<file path="src/rtl/regfile_pkg.sv">
// Shared register-file types and constants for the writeback path.
package regfile_pkg;

  localparam int REG_ADDR_W = 4;
  localparam int REG_DATA_W = 32;
  localparam int NUM_REGS   = 2 ** REG_ADDR_W;

  typedef logic [REG_ADDR_W-1:0] reg_addr_t;
  typedef logic [REG_DATA_W-1:0] reg_data_t;

  typedef struct packed {
    logic      valid;
    reg_addr_t addr;
    reg_data_t data;
  } wb_req_t;

endpackage

</file>
<file path="src/rtl/regfile_wb_arbiter_rr_arbiter.sv">
// N-way round-robin grant: one-hot pointer marks the highest-priority requester,
// grant is combinational and the pointer moves past the winner on advance.
module rr_arbiter #(
  parameter int N = 2
) (
  input  logic         clk,
  input  logic         rst_n,
  input  logic [N-1:0] req,
  input  logic         advance,
  output logic [N-1:0] gnt
);

  logic [N-1:0]   r_ptr;
  logic [2*N-1:0] w_req_dbl;
  logic [2*N-1:0] w_gnt_dbl;

  // Doubling the request vector lets the borrow chain of the subtraction
  // find the first request at or after the pointer, wrapping around.
  assign w_req_dbl = {req, req};
  assign w_gnt_dbl = w_req_dbl & ~(w_req_dbl - {{N{1'b0}}, r_ptr});
  assign gnt       = w_gnt_dbl[N-1:0] | w_gnt_dbl[2*N-1:N];

  always_ff @(posedge clk or negedge rst_n) begin
    if (!rst_n) begin
      r_ptr <= N'(1);
    end else if (advance && (|gnt)) begin
      r_ptr <= {gnt[N-2:0], gnt[N-1]};
    end
  end

endmodule

</file>
<file path="src/rtl/regfile_wb_arbiter.sv">
// Round-robin writeback arbiter in front of the register-file write port.
// Optional busy scoreboard compiled in when REGFILE_SCOREBOARD_EN is defined.
module regfile_wb_arbiter
  import regfile_pkg::*;
#(
  parameter int NUM_REQ = 2,
  parameter int DATA_W  = REG_DATA_W,
  parameter int ADDR_W  = REG_ADDR_W
) (
  input  logic                            clk,
  input  logic                            rst_n,
  input  logic [NUM_REQ-1:0]              req_valid,
  output logic [NUM_REQ-1:0]              req_ready,
  input  logic [NUM_REQ-1:0][ADDR_W-1:0]  req_addr,
  input  logic [NUM_REQ-1:0][DATA_W-1:0]  req_data,
  output logic                            wr_en,
  output logic [ADDR_W-1:0]               write_addr,
  output logic [DATA_W-1:0]               write_data,
  input  logic                            claim_valid,
  input  logic [ADDR_W-1:0]               claim_addr,
  output logic [(2**ADDR_W)-1:0]          busy
);

  localparam int LOCAL_REGS = 2 ** ADDR_W;

  logic [NUM_REQ-1:0] w_gnt;
  logic               w_xfer;
  logic [ADDR_W-1:0]  w_win_addr;
  logic [DATA_W-1:0]  w_win_data;
  logic               r_wr_en;
  logic [ADDR_W-1:0]  r_write_addr;
  logic [DATA_W-1:0]  r_write_data;

  rr_arbiter #(
    .N (NUM_REQ)
  ) u_rr_arbiter (
    .clk     (clk),
    .rst_n   (rst_n),
    .req     (req_valid),
    .advance (w_xfer),
    .gnt     (w_gnt)
  );

  // No handshake is offered while reset is held, so in-flight requests are dropped.
  assign req_ready = w_gnt & {NUM_REQ{rst_n}};
  assign w_xfer    = |(req_valid & req_ready);

  always_comb begin
    w_win_addr = '0;
    w_win_data = '0;
    for (int i = 0; i < NUM_REQ; i++) begin
      if (w_gnt[i]) begin
        w_win_addr = w_win_addr | req_addr[i];
        w_win_data = w_win_data | req_data[i];
      end
    end
  end

  always_ff @(posedge clk or negedge rst_n) begin
    if (!rst_n) begin
      r_wr_en      <= 1'b0;
      r_write_addr <= '0;
      r_write_data <= '0;
    end else begin
      r_wr_en <= w_xfer;
      if (w_xfer) begin
        r_write_addr <= w_win_addr;
        r_write_data <= w_win_data;
      end
    end
  end

  assign wr_en      = r_wr_en;
  assign write_addr = r_write_addr;
  assign write_data = r_write_data;

`ifdef REGFILE_SCOREBOARD_EN
  logic [LOCAL_REGS-1:0] r_busy;

  // A claim landing on the commit edge wins: a newer producer is outstanding.
  for (genvar gi = 0; gi < LOCAL_REGS; gi++) begin : g_busy
    always_ff @(posedge clk or negedge rst_n) begin
      if (!rst_n) begin
        r_busy[gi] <= 1'b0;
      end else if (claim_valid && (claim_addr == ADDR_W'(gi))) begin
        r_busy[gi] <= 1'b1;
      end else if (r_wr_en && (r_write_addr == ADDR_W'(gi))) begin
        r_busy[gi] <= 1'b0;
      end
    end
  end

  assign busy = r_busy;
`else
  logic w_unused_claim;

  assign w_unused_claim = ^{claim_valid, claim_addr};
  assign busy           = {LOCAL_REGS{1'b0}};
`endif

endmodule

</file>
<file path="config.mk">
export PLATFORM = sky130hd
export DESIGN_NAME = regfile_wb_arbiter
export DESIGN_NICKNAME = d
export VERILOG_FILES = /design/src/rtl/regfile_pkg.sv /design/src/rtl/regfile_wb_arbiter_rr_arbiter.sv /design/src/rtl/regfile_wb_arbiter.sv
export SDC_FILE = /design/constraint.sdc
export NUM_CORES = 1
export LEC_CHECK = 0
export ABC_AREA = 1
export BUFFER_PORTS_ARGS = -buffer_cell sky130_fd_sc_hd__buf_4
export CORE_ASPECT_RATIO = 1.75
export CORE_UTILIZATION = 47
export DETAILED_ROUTE_END_ITERATION = 8
export HOLD_SLACK_MARGIN = 0.05
export PLACE_DENSITY = 0.85
export SLEW_MARGIN = 40
export SYNTH_ARGS = -nofsm -noshare
export SYNTH_HDL_FRONTEND = slang
export SYNTH_SLANG_ARGS = --single-unit
</file>
<file path="constraint.sdc">
create_clock -name clk -period 4.7 [get_ports clk]
set_clock_uncertainty 0.05 [all_clocks]
set_input_delay 0.235 -clock clk [delete_from_list [all_inputs] [get_ports clk]]
set_output_delay 0.235 -clock clk [all_outputs]
set_load 0.005 [all_outputs]
</file>
Yosys cells after proc, flatten, opt, wreduce, memory -nomap -nowiden
Cells that the tools add are included.

Add/sub/neg operators: 1. Mux-type cells: 4. Bitwise operators: 7. Reduce and logical (&&, ||, !) cells: 3.

Operators by type and width (count): 32-bit two-way mux (2); 32-bit OR (1); 4-bit two-way mux (2); 2-bit bitwise AND (2); 4-bit bitwise AND (1); 4-bit NOT (1); 4-bit OR (1); 2-bit OR reduction (2); 4-bit by 2-bit subtractor with 4-bit output (1); 2-bit OR (1); 1-bit logical AND (1).

Register bits: 39. Output and inout bits: 55. Word-level logic and storage cells: 19.

Depth between registers and ports, before layout
Gate-level depths: netlist of the first run.

Depth after elaboration: 8. Depth in mapped cells: 11.

By module
From an unflattened synthesis of the first run, not the netlist that was laid out.

Cells, all modules: 315. Area total of the unflattened synthesis: 2222.1 µm².

Modules (own cells, without submodules): regfile_wb_arbiter (times used 1, cells an instance 294, area each 2063.2 µm²); rr_arbiter (times used 1, cells an instance 21, area each 158.9 µm²).

Worst setup path after synthesis of the first run
Ideal clock, no wire load.

Path type: input to register. Start point: input port req_valid[1]. End point: register r_write_addr[0] (netlist: write_addr[0]). Setup time: 0.116 ns. Data arrival time: 1.796 ns. Slack: 2.738 ns. Cell stages on the path: 11. Buffers on the path: 4. Cell sequence: buf_2 buf_2 inv_1 fa_1 inv_1 nand2_4 nand3_4 buf_6 buf_6 nand3_1 nand2_1.

Cells in the longest elaborated chain, start to end: 7. Elaborated cells between the ends (all ways): 10.

Ends and longest elaborated chain: from (decl) (RTL line regfile_wb_arbiter.sv:12) `input logic [NUM_REQ-1:0] req_valid,`; 4-bit by 2-bit subtractor with 4-bit output (RTL line regfile_wb_arbiter_rr_arbiter.sv:20) `assign w_gnt_dbl = w_req_dbl & ~(w_req_dbl - {{N{1'b0}}, r_ptr});`; 4-bit NOT (RTL line regfile_wb_arbiter_rr_arbiter.sv:20); 4-bit bitwise AND (RTL line regfile_wb_arbiter_rr_arbiter.sv:20); 2-bit OR (RTL line regfile_wb_arbiter_rr_arbiter.sv:21) `assign gnt = w_gnt_dbl[N-1:0] | w_gnt_dbl[2*N-1:N];`; 4-bit two-way mux or 2-bit bitwise AND (tied branches) (RTL line regfile_wb_arbiter.sv:52, regfile_wb_arbiter.sv:45); 4-bit OR or 2-bit bitwise AND (tied branches) (RTL line regfile_wb_arbiter.sv:53, regfile_wb_arbiter.sv:46); 4-bit two-way mux or 2-bit OR reduction (tied branches) (RTL line regfile_wb_arbiter.sv:52, regfile_wb_arbiter.sv:46); to (signal assigned) (RTL line regfile_wb_arbiter.sv:67) `r_write_addr <= w_win_addr;`; to (decl) (RTL line regfile_wb_arbiter.sv:31) `logic [ADDR_W-1:0] r_write_addr;`.

Several ways; a longest one is shown, not always the timed one. A chain may end at the register's enable or synchronous reset.

Worst setup path in the final report of the first run
Start point: input port req_valid[1]. End point: output port req_ready[1].

Cells in the longest elaborated chain, start to end: 5.

Ends and longest elaborated chain: 4-bit by 2-bit subtractor with 4-bit output (RTL line regfile_wb_arbiter_rr_arbiter.sv:20); 4-bit NOT (RTL line regfile_wb_arbiter_rr_arbiter.sv:20); 4-bit bitwise AND (*) (RTL line regfile_wb_arbiter_rr_arbiter.sv:20); 2-bit OR (*) (RTL line regfile_wb_arbiter_rr_arbiter.sv:21); 2-bit bitwise AND (*) (RTL line regfile_wb_arbiter.sv:45) `assign req_ready = w_gnt & {NUM_REQ{rst_n}};`; to (decl) (RTL line regfile_wb_arbiter.sv:13) `output logic [NUM_REQ-1:0] req_ready,`.

Every way passes the cells marked *; elsewhere a longest branch is shown, timed or not.

==> results of run 1 <==
worst reg2reg max path: stages, from the launching register on:
cell                      delay (ps)
sky130_fd_sc_hd__dfstp_2         540
sky130_fd_sc_hd__inv_2            40
sky130_fd_sc_hd__nor2_1          120
sky130_fd_sc_hd__fa_1            430
sky130_fd_sc_hd__inv_1           100
sky130_fd_sc_hd__nand2_4         250
sky130_fd_sc_hd__nand3_4         430
sky130_fd_sc_hd__nand2_4         350
sky130_fd_sc_hd__nand2_1         160
sky130_fd_sc_hd__nand2_1          60
cell usage in the layout (no fill, tap or decap), types with 2 or more instances in the layout:
cell / n
sky130_fd_sc_hd__clkbuf_8: 7
sky130_fd_sc_hd__buf_4: 115
sky130_fd_sc_hd__dfrtp_1: 38
sky130_fd_sc_hd__o21ai_0: 2
sky130_fd_sc_hd__nand2_4: 3
sky130_fd_sc_hd__conb_1: 16
sky130_fd_sc_hd__nand3_1: 72
sky130_fd_sc_hd__inv_1: 5
sky130_fd_sc_hd__nand2_1: 146
sky130_fd_sc_hd__nor2_1: 2
routing by layer:
| metal | GRT usage (%) | routed length, um |
|---|---|---|
| met3 | 4.187 | 245 |
| met1 | 25.72 | 2250 |
| met4 | 9.615 | 76 |
| met2 | 43.88 | 3362 |
| met5 | 0 | 0 |
area by class of cell:
| class | instances | area [um^2] |
|---|---|---|
| Fill cell | 444 | 1592 |
| Multi-Input combinational cell | 245 | 1077 |
| Sequential cell | 39 | 977.2 |
| Timing Repair Buffer | 116 | 873.3 |
| Clock buffer | 8 | 100.1 |
| Tap cell | 52 | 65.06 |
| Inverter | 6 | 22.52 |
stage by stage:
| stage | hold WS [ps] | util, % | area (um^2) | power [mW] | setup slack (ps) |
|---|---|---|---|---|---|
| after floorplan | -110.6 | - | 2355 | 1.065 | 2738 |
| after global placement | 202.1 | 63.85 | 3005 | 1.385 | 1787 |
| after detailed placement | 207.9 | 63.85 | 3005 | 1.414 | 1713 |
| after CTS | 173.3 | 66.19 | 3115 | 1.666 | 1922 |
| after global routing | 193.6 | 66.19 | 3115 | 1.784 | 1728 |
| final | 187.1 | 66.19 | 3115 | 1.644 | 1917 |
worst max path at each step:
stage,from,endpoint,cells past startpoint
6_report,req_valid[1],req_ready[1],8
5_1_grt,req_valid[1],req_ready[1],8
4_1_cts,req_valid[1],req_ready[1],8
3_5_place_dp,req_valid[1],write_data[2],9
3_3_place_gp,req_valid[1],write_data[5],9
2_1_floorplan,req_valid[1],write_addr[0],11
power breakdown:
part | internal, mW | switching, mW | total (mW)
logic | 0.375 | 0.433 | 0.808
registers | 0.500 | 0.0926 | 0.593
clock network | 0.134 | 0.109 | 0.243
total | 1.01 | 0.635 | 1.64
cells by family after synthesis:
| kind of cell | count (synthesis) | share of synthesized area (%) |
|---|---|---|
| and+or+nand+nor | 224 | 42.08 |
| buffers and inverters | 44 | 13.06 |
| DFF | 39 | 42.52 |
| AOI/OAI and AO/OA | 3 | 0.7623 |
| adders and majority gates | 2 | 1.415 |
| other | 1 | 0.1632 |
registers in the layout, indices dropped and copies added, names as in the netlist:
signal              flops
write_addr              4
write_data             32
wr_en                   1
u_rr_arbiter.r_ptr      2
==> run summary, run 1 <==
### Run status
- finished clean — outcome

### Setup path
- 2500 ps — WP data arrival
- sky130_fd_sc_hd__fa_1 — critical path's slowest cell
- 5 — Buf/Inv on CP
- 2050 ps — register-to-register path setup slack
- primary output — Worst Setup End Kind
- sky130_fd_sc_hd__inv_1 — most used cell along the critical path
- 39 — highest net fanout along the worst path
- input port — nature of the critical path startpoint
- u_rr_arbiter.r_ptr[0] — reg2reg start
- buffers and inverters — Crit path max-delay family
- 4410 ps — required time of the critical path
- in2out — category of the most critical setup path
- 9 — logic depth of the worst register-to-register path
- 550 ps — biggest cell delay along the critical path
- buf_4, inv_1, fa_1, inv_1, nand2_4, nand3_4, inv_1, buf_4 — chain of cells forming the critical path
- write_data[2] — R2R Path End

### GRT
- 0 — global-route congestion overflow total
- 2121 — number of global-route vias before repair
- 24.13% — GRT Overall Usage
- 42 — maximum number of pins on one net before global-route repair
- 9163 um — first-pass GRT wire length
- 0 — initial antenna violation count

### Timing
- 0 ps — summed negative setup slack over all endpoints
- 0 — Hold Fails Final Rpt
- 2783 ps — final period demand of the worst path
- 0 — count of pins over their slew limit
- 63.24% — worst-case headroom to the max-slew limit
- 59.22% — Final period util
- 551.5 ps — worst slew pin tran
- 0 — Setup Viol. Count Final
- false — RSZ-0062 raised after global routing
- 359.3 MHz — maximum clock frequency

### Floorplanning
- 5185 um^2 — Die ar.
- 136 — I/O pin count
- 4707 um^2 — placeable core region
- 54.86 um — die width
- 48.83% — starting density of the core
- 33 — number of placement rows
- 94.51 um — Die Ht

### Synthesis
- 41.37% — area share of the largest cell type after synthesis
- 2298 um^2 — post-synth design cell area
- 0 — total of warnings raised by yosys
- 39 — number of storage elements in the synthesis netlist
- 7.343 um^2 — Post-Synthesis Mean Instance Area
- sky130_fd_sc_hd__nand2_1, sky130_fd_sc_hd__nand3_1, sky130_fd_sc_hd__dfrtp_1, sky130_fd_sc_hd__buf_4, sky130_fd_sc_hd__buf_2 — most used standard cells in the synthesized netlist
- 100.0% — FFs w/ async S/R, synth
- sky130_fd_sc_hd__dfrtp_1 — dominant register cell in the synthesized netlist
- 0 — number of flops mapped to enable cells by yosys
- 17 — number of unique standard cell types used by synthesis
- 313 — Gate Count Post-Synth
- sky130_fd_sc_hd__dfrtp_1 — cell type with the largest total area after synthesis
- sky130_fd_sc_hd__dfrtp_1, sky130_fd_sc_hd__nand2_1, sky130_fd_sc_hd__nand3_1 — leading cell types by total area after synthesis
- sky130_fd_sc_hd__nand2_1 — most frequent cell after synthesis
- 42.51% — portion of the post-synthesis area used by sequential elements

### Flow run
- 0 — Max-Cap Viols

### Placement
- 114 — quantity of I/O buffers inserted on ports
- 0.7573 — gp weighted congestion
- 4020 um — DP Wirelength
- 457 — # placed instances

### Pwr
- 0.5006 mV — Max IR drop VDD
- 1.863 nW — Pleak
- 527.6 nW/um^2 — Power Dens Cells

### Hold path
- req_data[17] — Hold Startpoint
- write_data[17] — capture endpoint of the worst hold path
- 5 — Hold Path Depth
- in2reg — type of the worst min-delay path

### Route
- 2340 — total number of vias
- 0 — Final ANT Viol Nets
- 57 — starting DRC count in detailed routing
- 5934 um — Routed WL
- 4 — Pre-antenna DRT Iters
- 12.73 um — routed length per placed instance
- 5.021 — Vias/cell
- 0 — DRC errors left

### CTS
- 0 — number of setup buffers added after CTS
- sky130_fd_sc_hd__clkbuf_8 — master cell of the clock root buffer
- 39 — total number of clock tree sinks
- 0 — Post-CTS Resized
- 280 ps — worst-skew pair later-pin latency
- 2 — Max H-tree Level
- 70 ps — clock slew seen by the registers of the worst setup and hold paths
- 5 — clock buffers created by TritonCTS
- 2 — deepest clock path buffer count
- 1 — hold-fix buffer count after cts
- built — CTS tree

### Cells and area
- 496 — fin nets
- 35.55% — area added between synthesis and finish
- 466 — count of placed standard cells in the final layout, fillers left out
- 30.92% — proportion of layout cells with a drive suffix above 1
- 0 — # diodes

No activity file was read; power rests on OpenSTA's default activity.
==> inputs of run 2 (changes only) <==
- CORE_UTILIZATION: 47 -> 40
- PLACE_DENSITY: 0.85 -> 0.77
- clock period: 4.7 -> 2.2 ns (I/O delays scaled with it)
==> run 2 against run 1 <==
  * Count of clock-buffer cells in the layout is 3 lower
  * Sequential power rose by 110%
  * Setup slack lost 1800 ps
  * Via count is 0.21% lower
  * Sequential cell count unchanged
  * Final cell count up 7.1%
  * Clock power increased by 92%
  * Critical path depth rose by 1
  * Die area increased by 17%
  * Hold slack worse by 130 ps
  * Sequential share of layout area shrank 1.1 points
  * Power rose by 120%
  * Critical path type is now reg2out
  * Critical endpoint unchanged
==> run summary, run 2 (synthesis gave the netlist of run 1 again) <==
### Timing
- 0 ps — summed negative setup slack over all endpoints, unchanged
- 503.6 ps — worst slew pin tran, -47.87 ps
- 0 — Setup Viol. Count Final, unchanged
- 103.3 ps — Worst Slack Setup Final, -1814 ps
- 476.9 MHz — maximum clock frequency
- 0 — count of pins over their slew limit, unchanged
- 95.30% — Final period util
- false — RSZ-0062 raised after global routing
- 0 — Hold Fails Final Rpt, unchanged
- 2097 ps — final period demand of the worst path
- 66.43% — worst-case headroom to the max-slew limit, +3.2 points

### Cells and area
- sky130_fd_sc_hd__nand2_1, sky130_fd_sc_hd__buf_4, sky130_fd_sc_hd__nand3_1, sky130_fd_sc_hd__dfrtp_1, sky130_fd_sc_hd__conb_1 — most frequent cells in the layout
- 40.28% — area added between synthesis and finish
- sky130_fd_sc_hd__nand2_1 — most common library cell in the layout ignoring fill and taps
- 505 — fin nets, +1.8%
- 32 — number of flip-flops in the largest register, unchanged
- 3224 um^2 — Final Instance Area, +3.5%
- 32.39% — proportion of layout cells with a drive suffix above 1, +1.5 points
- 569 — filler cell count, +28%
- 0 — # diodes, unchanged

### GRT
- 0 — global-route congestion overflow total, unchanged
- 40 — maximum number of pins on one net before global-route repair, -4.8%
- 0 — initial antenna violation count, unchanged
- 2232 — number of global-route vias before repair, +5.2%
- 9825 um — first-pass GRT wire length, +7.2%
- 21.47% — GRT Overall Usage, -2.7 points

### Pwr
- 3.545 mW — post-layout total power, +120%
- 13.2% — fraction of power consumed by the clock network, -1.6 points
- 1099 nW/um^2 — Power Dens Cells, +110%
- 35.5% — sequential group share of total power, -0.6 points
- 51.3% — combinational group share of total power, +2.2 points
- 39.67% — switching power as a share of total power, +1.1 points
- 1.406 mW — P_sw, +120%
- 2.139 mW — cell internal power dissipation, +110%
- 0.5262 mV — Max IR drop VDD, +5.1%
- 1.905 nW — Pleak, +2.2%

### Setup path
- inv_2, nor2_4, fa_1, inv_2, nand2_4, nand3_4, buf_12, inv_1, buf_4 — chain of cells forming the critical path
- 19 — highest net fanout along the worst path, -51%
- 2040 ps — required time of the critical path, -2370 ps
- 540 ps — biggest cell delay along the critical path, about the same
- flop — nature of the critical path startpoint
- 1940 ps — WP data arrival, -560 ps
- u_rr_arbiter.r_ptr[0] — reg2reg start
- sky130_fd_sc_hd__inv_2 — most used cell along the critical path
- sky130_fd_sc_hd__dfstp_2 — critical path's slowest cell
- reg2out — category of the most critical setup path
- u_rr_arbiter.r_ptr[0] — critical path startpoint
- primary output — Worst Setup End Kind

### Route
- 2335 — total number of vias, -0.21%
- 4.679 — Vias/cell, -6.8%
- 0 — Final ANT Viol Nets, unchanged
- 0 — DRC errors left, unchanged
- 12.44 um — routed length per placed instance, -2.3%
- 83 — starting DRC count in detailed routing, +46%
- 4 — Pre-antenna DRT Iters, unchanged
- 6207 um — Routed WL, +4.6%

### CTS
- built — CTS tree
- 80 ps — clock slew seen by the registers of the worst setup and hold paths, about the same
- 39 — total number of clock tree sinks, unchanged
- 2 — Max H-tree Level, unchanged
- 5 — clock buffers created by TritonCTS, unchanged
- 2 — deepest clock path buffer count, unchanged
- 280 ps — worst-skew pair later-pin latency, about the same
- sky130_fd_sc_hd__clkbuf_8 — master cell of the clock root buffer

### Placement
- 114 — quantity of I/O buffers inserted on ports, unchanged
- 3080 um^2 — placed cell areas, +2.5%
- 120.9 ps — worst slack after detailed placement, -1592 ps
- 4349 um — DP Wirelength, +8.2%
- 0.7450 — gp weighted congestion, -1.6%

### Floorplanning
- 41.49% — starting density of the core, -7.3 points
- 102.3 um — Die Ht, +8.2%
- 5540 um^2 — placeable core region, +18%
- 36 — number of placement rows, +9.1%
- 136 — I/O pin count, unchanged
- 6065 um^2 — Die ar., +17%
- 59.30 um — die width, +8.1%

### Hold path
- in2reg — type of the worst min-delay path
- req_data[8] — Hold Startpoint

### Run status
- finished clean — outcome

### Flow run
- 0 — Max-Cap Viols, unchanged

==> run 2: changes by cell type in the layout (fill, tap and decap cells not counted) <==
| cell | before | now |
|---|---|---|
| sky130_fd_sc_hd__clkbuf_1 | 1 | 0 |
| sky130_fd_sc_hd__clkbuf_8 | 7 | 5 |
| sky130_fd_sc_hd__inv_2 | 1 | 2 |
| sky130_fd_sc_hd__buf_4 | 115 | 120 |
| sky130_fd_sc_hd__inv_1 | 5 | 4 |
| sky130_fd_sc_hd__dlygate4sd3_1 | 1 | 4 |
| sky130_fd_sc_hd__buf_12 | 0 | 1 |
| sky130_fd_sc_hd__nor2_4 | 0 | 1 |
| sky130_fd_sc_hd__nor2_1 | 2 | 1 |
| sky130_fd_sc_hd__clkinv_2 | 0 | 3 |
==> run 2: worst paths after layout <==
path	to	slack, ps	depth (start not counted)
max reg2reg	write_data[16]	210	8
max	req_ready[1]	100	9
min	write_data[8]	60	5
min reg2reg	write_data[19]	460	2
max in group asynchronous	u_rr_arbiter.r_ptr[0]	1310	3
min in group asynchronous	write_data[4]	430	3
==> run 2: power by group through the flow <==
stage	clock [mW]	combinational, mW	sequential (mW)
after floorplan	0	0.990	1.28
after global placement	0	1.76	1.26
after detailed placement	0	1.80	1.28
after CTS	0.485	1.84	1.26
after global routing	0.511	2.05	1.30
final	0.466	1.82	1.26
==> run 2: critical path, delay by kind of cell (launching register included) <==
kind	cells	cell delay (ps)
DFF	1	540
buffers and inverters	5	480
adders and majority gates	1	410
and+or+nand+nor	3	220
==> run 2: area by class of cell <==
cell class	count	area (um^2)	share of cell area, %
Clock buffer	5	68.82	2.134
Multi-Input combinational cell	245	1085	33.64
Tap cell	76	95.09	2.949
Inverter	6	22.52	0.6985
Sequential cell	39	977.2	30.31
Clock inverter	3	15.01	0.4657
Timing Repair Buffer	125	960.9	29.80
==> run 2: stage by stage <==
step,util [%],hold slack [ps],std cells
after floorplan,-,-235.6,328
after global placement,55.60,210.7,487
after detailed placement,55.60,210.4,487
after CTS,58.11,50.44,500
after global routing,58.20,64.40,499
final,58.20,56.54,499
==> run 2: timing repair <==
action | in CTS | in global routing
resized for setup | 2 | 4
hold buffers | 4 | 0
buffers inserted | 1 | 0
endpoints found under the setup margin | 1 | 23
hold endpoints to repair | 41 | 0
pin swaps | 1 | 1
==> run 2: routing by layer <==
metal	vias to the layer above	GRT usage [%]	wire length, um
li1	1176	-	-
met1	1059	22.12	2224
met2	94	40.54	3610
met3	6	3.671	291
met4	0	9.707	81
met5	-	0	0
==> inputs of run 3 (changes only) <==
- CORE_UTILIZATION: 40 -> 47
- CTS_CLUSTER_DIAMETER: unset -> 150
- PLACE_DENSITY: 0.77 -> 0.85
- SKIP_LAST_GASP: unset -> 1
- clock period: 2.2 -> 2.5 ns (I/O delays scaled with it)
==> run 3 against run 2 <==
  * First-iteration DRC count shrank 33%
  * Hold slack gained 21 ps
  * Setup slack gained 240 ps
  * Sequential power shrank 11%
  * Register-to-register slack gained 170 ps
  * Wire length shrank 4.7%
==> run summary, run 3 (synthesis gave the netlist of run 1 again) <==
### Pwr
- 1.865 mW — cell internal power dissipation, -13%
- 1.206 mW — P_sw, -14%
- 39.26% — switching power as a share of total power, -0.41 points
- 0.7894 mV — Max IR drop VDD, +50%
- 1.872 nW — Pleak, -1.7%
- 3.071 mW — post-layout total power, -13%
- 50.3% — combinational group share of total power, -1.0 points
- 13.3% — fraction of power consumed by the clock network, about the same
- 982.1 nW/um^2 — Power Dens Cells, -11%
- 36.4% — sequential group share of total power, +0.9 points

### Route
- 0 — DRC errors left, unchanged
- 4 — Pre-antenna DRT Iters, unchanged
- 12.59 um — routed length per placed instance, +1.2%
- met4 — highest routed metal layer
- 56 — starting DRC count in detailed routing, -33%
- 2098 um — detailed-routing wirelength on met1, -5.7%
- 2352 — total number of vias, +0.73%
- 251 um — wire length on met3, -14%
- 0 — Final ANT Viol Nets, unchanged
- 5916 um — Routed WL, -4.7%
- 3479 um — WL met2, -3.6%
- 5.004 — Vias/cell, +6.9%

### Floorplanning
- 54.86 um — die width, -7.5%
- 5185 um^2 — Die ar., -15%
- 136 — I/O pin count, unchanged
- 4707 um^2 — placeable core region, -15%
- 33 — number of placement rows, -8.3%
- 94.51 um — Die Ht, -7.6%
- 48.83% — starting density of the core, +7.3 points

### Setup path
- 380 ps — register-to-register path setup slack, +170 ps
- u_rr_arbiter.r_ptr[0] — reg2reg start
- 4 — Buf/Inv on CP, -1
- flip-flops — Crit path max-delay family
- 8 — instance count on the critical path, -1
- sky130_fd_sc_hd__dfstp_2 — critical path's slowest cell
- 2330 ps — required time of the critical path, +290 ps
- inv_2, nor2_1, fa_1, inv_1, nand2_4, nand3_4, inv_1, buf_4 — chain of cells forming the critical path
- flop — nature of the critical path startpoint
- 1980 ps — WP data arrival, +40 ps
- write_data[23] — R2R Path End
- reg2out — category of the most critical setup path
- 9 — logic depth of the worst register-to-register path, +1
- sky130_fd_sc_hd__inv_1 — most used cell along the critical path
- primary output — Worst Setup End Kind
- 540 ps — biggest cell delay along the critical path, about the same
- 21 — highest net fanout along the worst path, +2

### GRT
- 0 — initial antenna violation count, unchanged
- 24.47% — GRT Overall Usage, +3.0 points
- 9280 um — first-pass GRT wire length, -5.5%
- 2142 — number of global-route vias before repair, -4.0%
- 0 — global-route congestion overflow total, unchanged
- 42 — maximum number of pins on one net before global-route repair, +5.0%

### Cells and area
- 429 — filler cell count, -25%
- 66.43% — share of the core filled with cells in the final layout, +8.2 points
- 31.34% — proportion of layout cells with a drive suffix above 1, -1.0 points
- 500 — fin nets, -0.99%
- sky130_fd_sc_hd__nand2_1, sky130_fd_sc_hd__buf_4, sky130_fd_sc_hd__nand3_1, sky130_fd_sc_hd__dfrtp_1, sky130_fd_sc_hd__conb_1 — most frequent cells in the layout
- 36.04% — area added between synthesis and finish
- sky130_fd_sc_hd__nand2_1 — most common library cell in the layout ignoring fill and taps
- 32 — number of flip-flops in the largest register, unchanged
- 0 — # diodes, unchanged

### Timing
- 0 ps — summed negative setup slack over all endpoints, unchanged
- 86.12% — Final period util
- 0 — count of pins over their slew limit, unchanged
- 464.5 MHz — maximum clock frequency
- false — RSZ-0062 raised after global routing
- 0 — Hold Fails Final Rpt, unchanged
- 2153 ps — final period demand of the worst path
- 64.13% — worst-case headroom to the max-slew limit, -2.3 points
- 538.0 ps — worst slew pin tran, +34.37 ps
- 0 — Setup Viol. Count Final, unchanged
- 77.32 ps — hold slack final, +20.78 ps

### CTS
- 2 — deepest clock path buffer count, unchanged
- 80 ps — clock slew seen by the registers of the worst setup and hold paths, about the same
- 2 — Max H-tree Level, unchanged
- 39 — total number of clock tree sinks, unchanged
- 5 — clock buffers created by TritonCTS, unchanged
- sky130_fd_sc_hd__clkbuf_8 — master cell of the clock root buffer
- 0 — number of setup buffers added after CTS, -1
- built — CTS tree
- 280 ps — worst-skew pair later-pin latency, about the same

### Placement
- 0.7853 — gp weighted congestion, +5.4%
- 114 — quantity of I/O buffers inserted on ports, unchanged
- 4141 um — DP Wirelength, -4.8%

### Hold path
- write_addr[3] — capture endpoint of the worst hold path
- req_addr[3] — Hold Startpoint
- in2reg — type of the worst min-delay path
- 5 — Hold Path Depth, unchanged

### Run status
- finished clean — outcome

### Flow run
- 0 — Max-Cap Viols, unchanged

[run 3: power groups by stage]
stage | clock [mW] | combinational [mW] | sequential, mW
finish | 0.409 | 1.54 | 1.12
global route | 0.441 | 1.75 | 1.16
CTS | 0.418 | 1.56 | 1.12
detailed placement | 0 | 1.56 | 1.13
global placement | 0 | 1.51 | 1.12
floorplan | 0 | 0.871 | 1.13
[run 3: worst min-delay path: stages]
cell and delay (ps):
sky130_fd_sc_hd__buf_4 70, sky130_fd_sc_hd__nand2_1 40, sky130_fd_sc_hd__nand2_1 50, sky130_fd_sc_hd__nand2_1 50
sky130_fd_sc_hd__nand2_1 40
[run 3: area by class of cell]
| type | count | area (um^2) | share of cell area (%) |
|---|---|---|---|
| multi-input cells | 245 | 1077 | 34.45 |
| inverters | 6 | 22.52 | 0.7203 |
| repair buffers | 120 | 903.4 | 28.89 |
| well taps | 52 | 65.06 | 2.081 |
| clock buffers | 7 | 76.32 | 2.441 |
| flip-flops and latches | 39 | 977.2 | 31.25 |
| clock inverters | 1 | 5.005 | 0.1601 |
[run 3: repair_timing]
| action | CTS | global route |
|---|---|---|
| gates resized for setup | 0 | 0 |
| hold endpoints to repair | 38 | 0 |
| hold buffers | 1 | 0 |
[run 3: metal layers]
| layer | GRT usage (%) | vias up |
|---|---|---|
| li1 | - | 1167 |
| met1 | 26.99 | 1098 |
| met2 | 43.98 | 81 |
| met3 | 3.865 | 6 |
| met4 | 9.402 | 0 |
| met5 | 0 | - |
[run 3: how the worst max path moves through the flow]
stage,endpoint,start
2_1_floorplan,write_addr[0],req_valid[1]
3_3_place_gp,write_data[16],u_rr_arbiter.r_ptr[0]
3_5_place_dp,write_data[10],u_rr_arbiter.r_ptr[0]
4_1_cts,req_ready[1],u_rr_arbiter.r_ptr[0]
5_1_grt,req_ready[1],u_rr_arbiter.r_ptr[0]
6_report,req_ready[1],u_rr_arbiter.r_ptr[0]
[run 3: through the flow]
| stage | cell area (um^2) | cells | setup slack [ps] |
|---|---|---|---|
| floorplan | 2355 | 328 | 647.6 |
| global placement | 3035 | 461 | 419.5 |
| detailed placement | 3035 | 461 | 355.4 |
| CTS | 3127 | 470 | 311.4 |
| global route | 3127 | 470 | 209.1 |
| finish | 3127 | 470 | 347.1 |
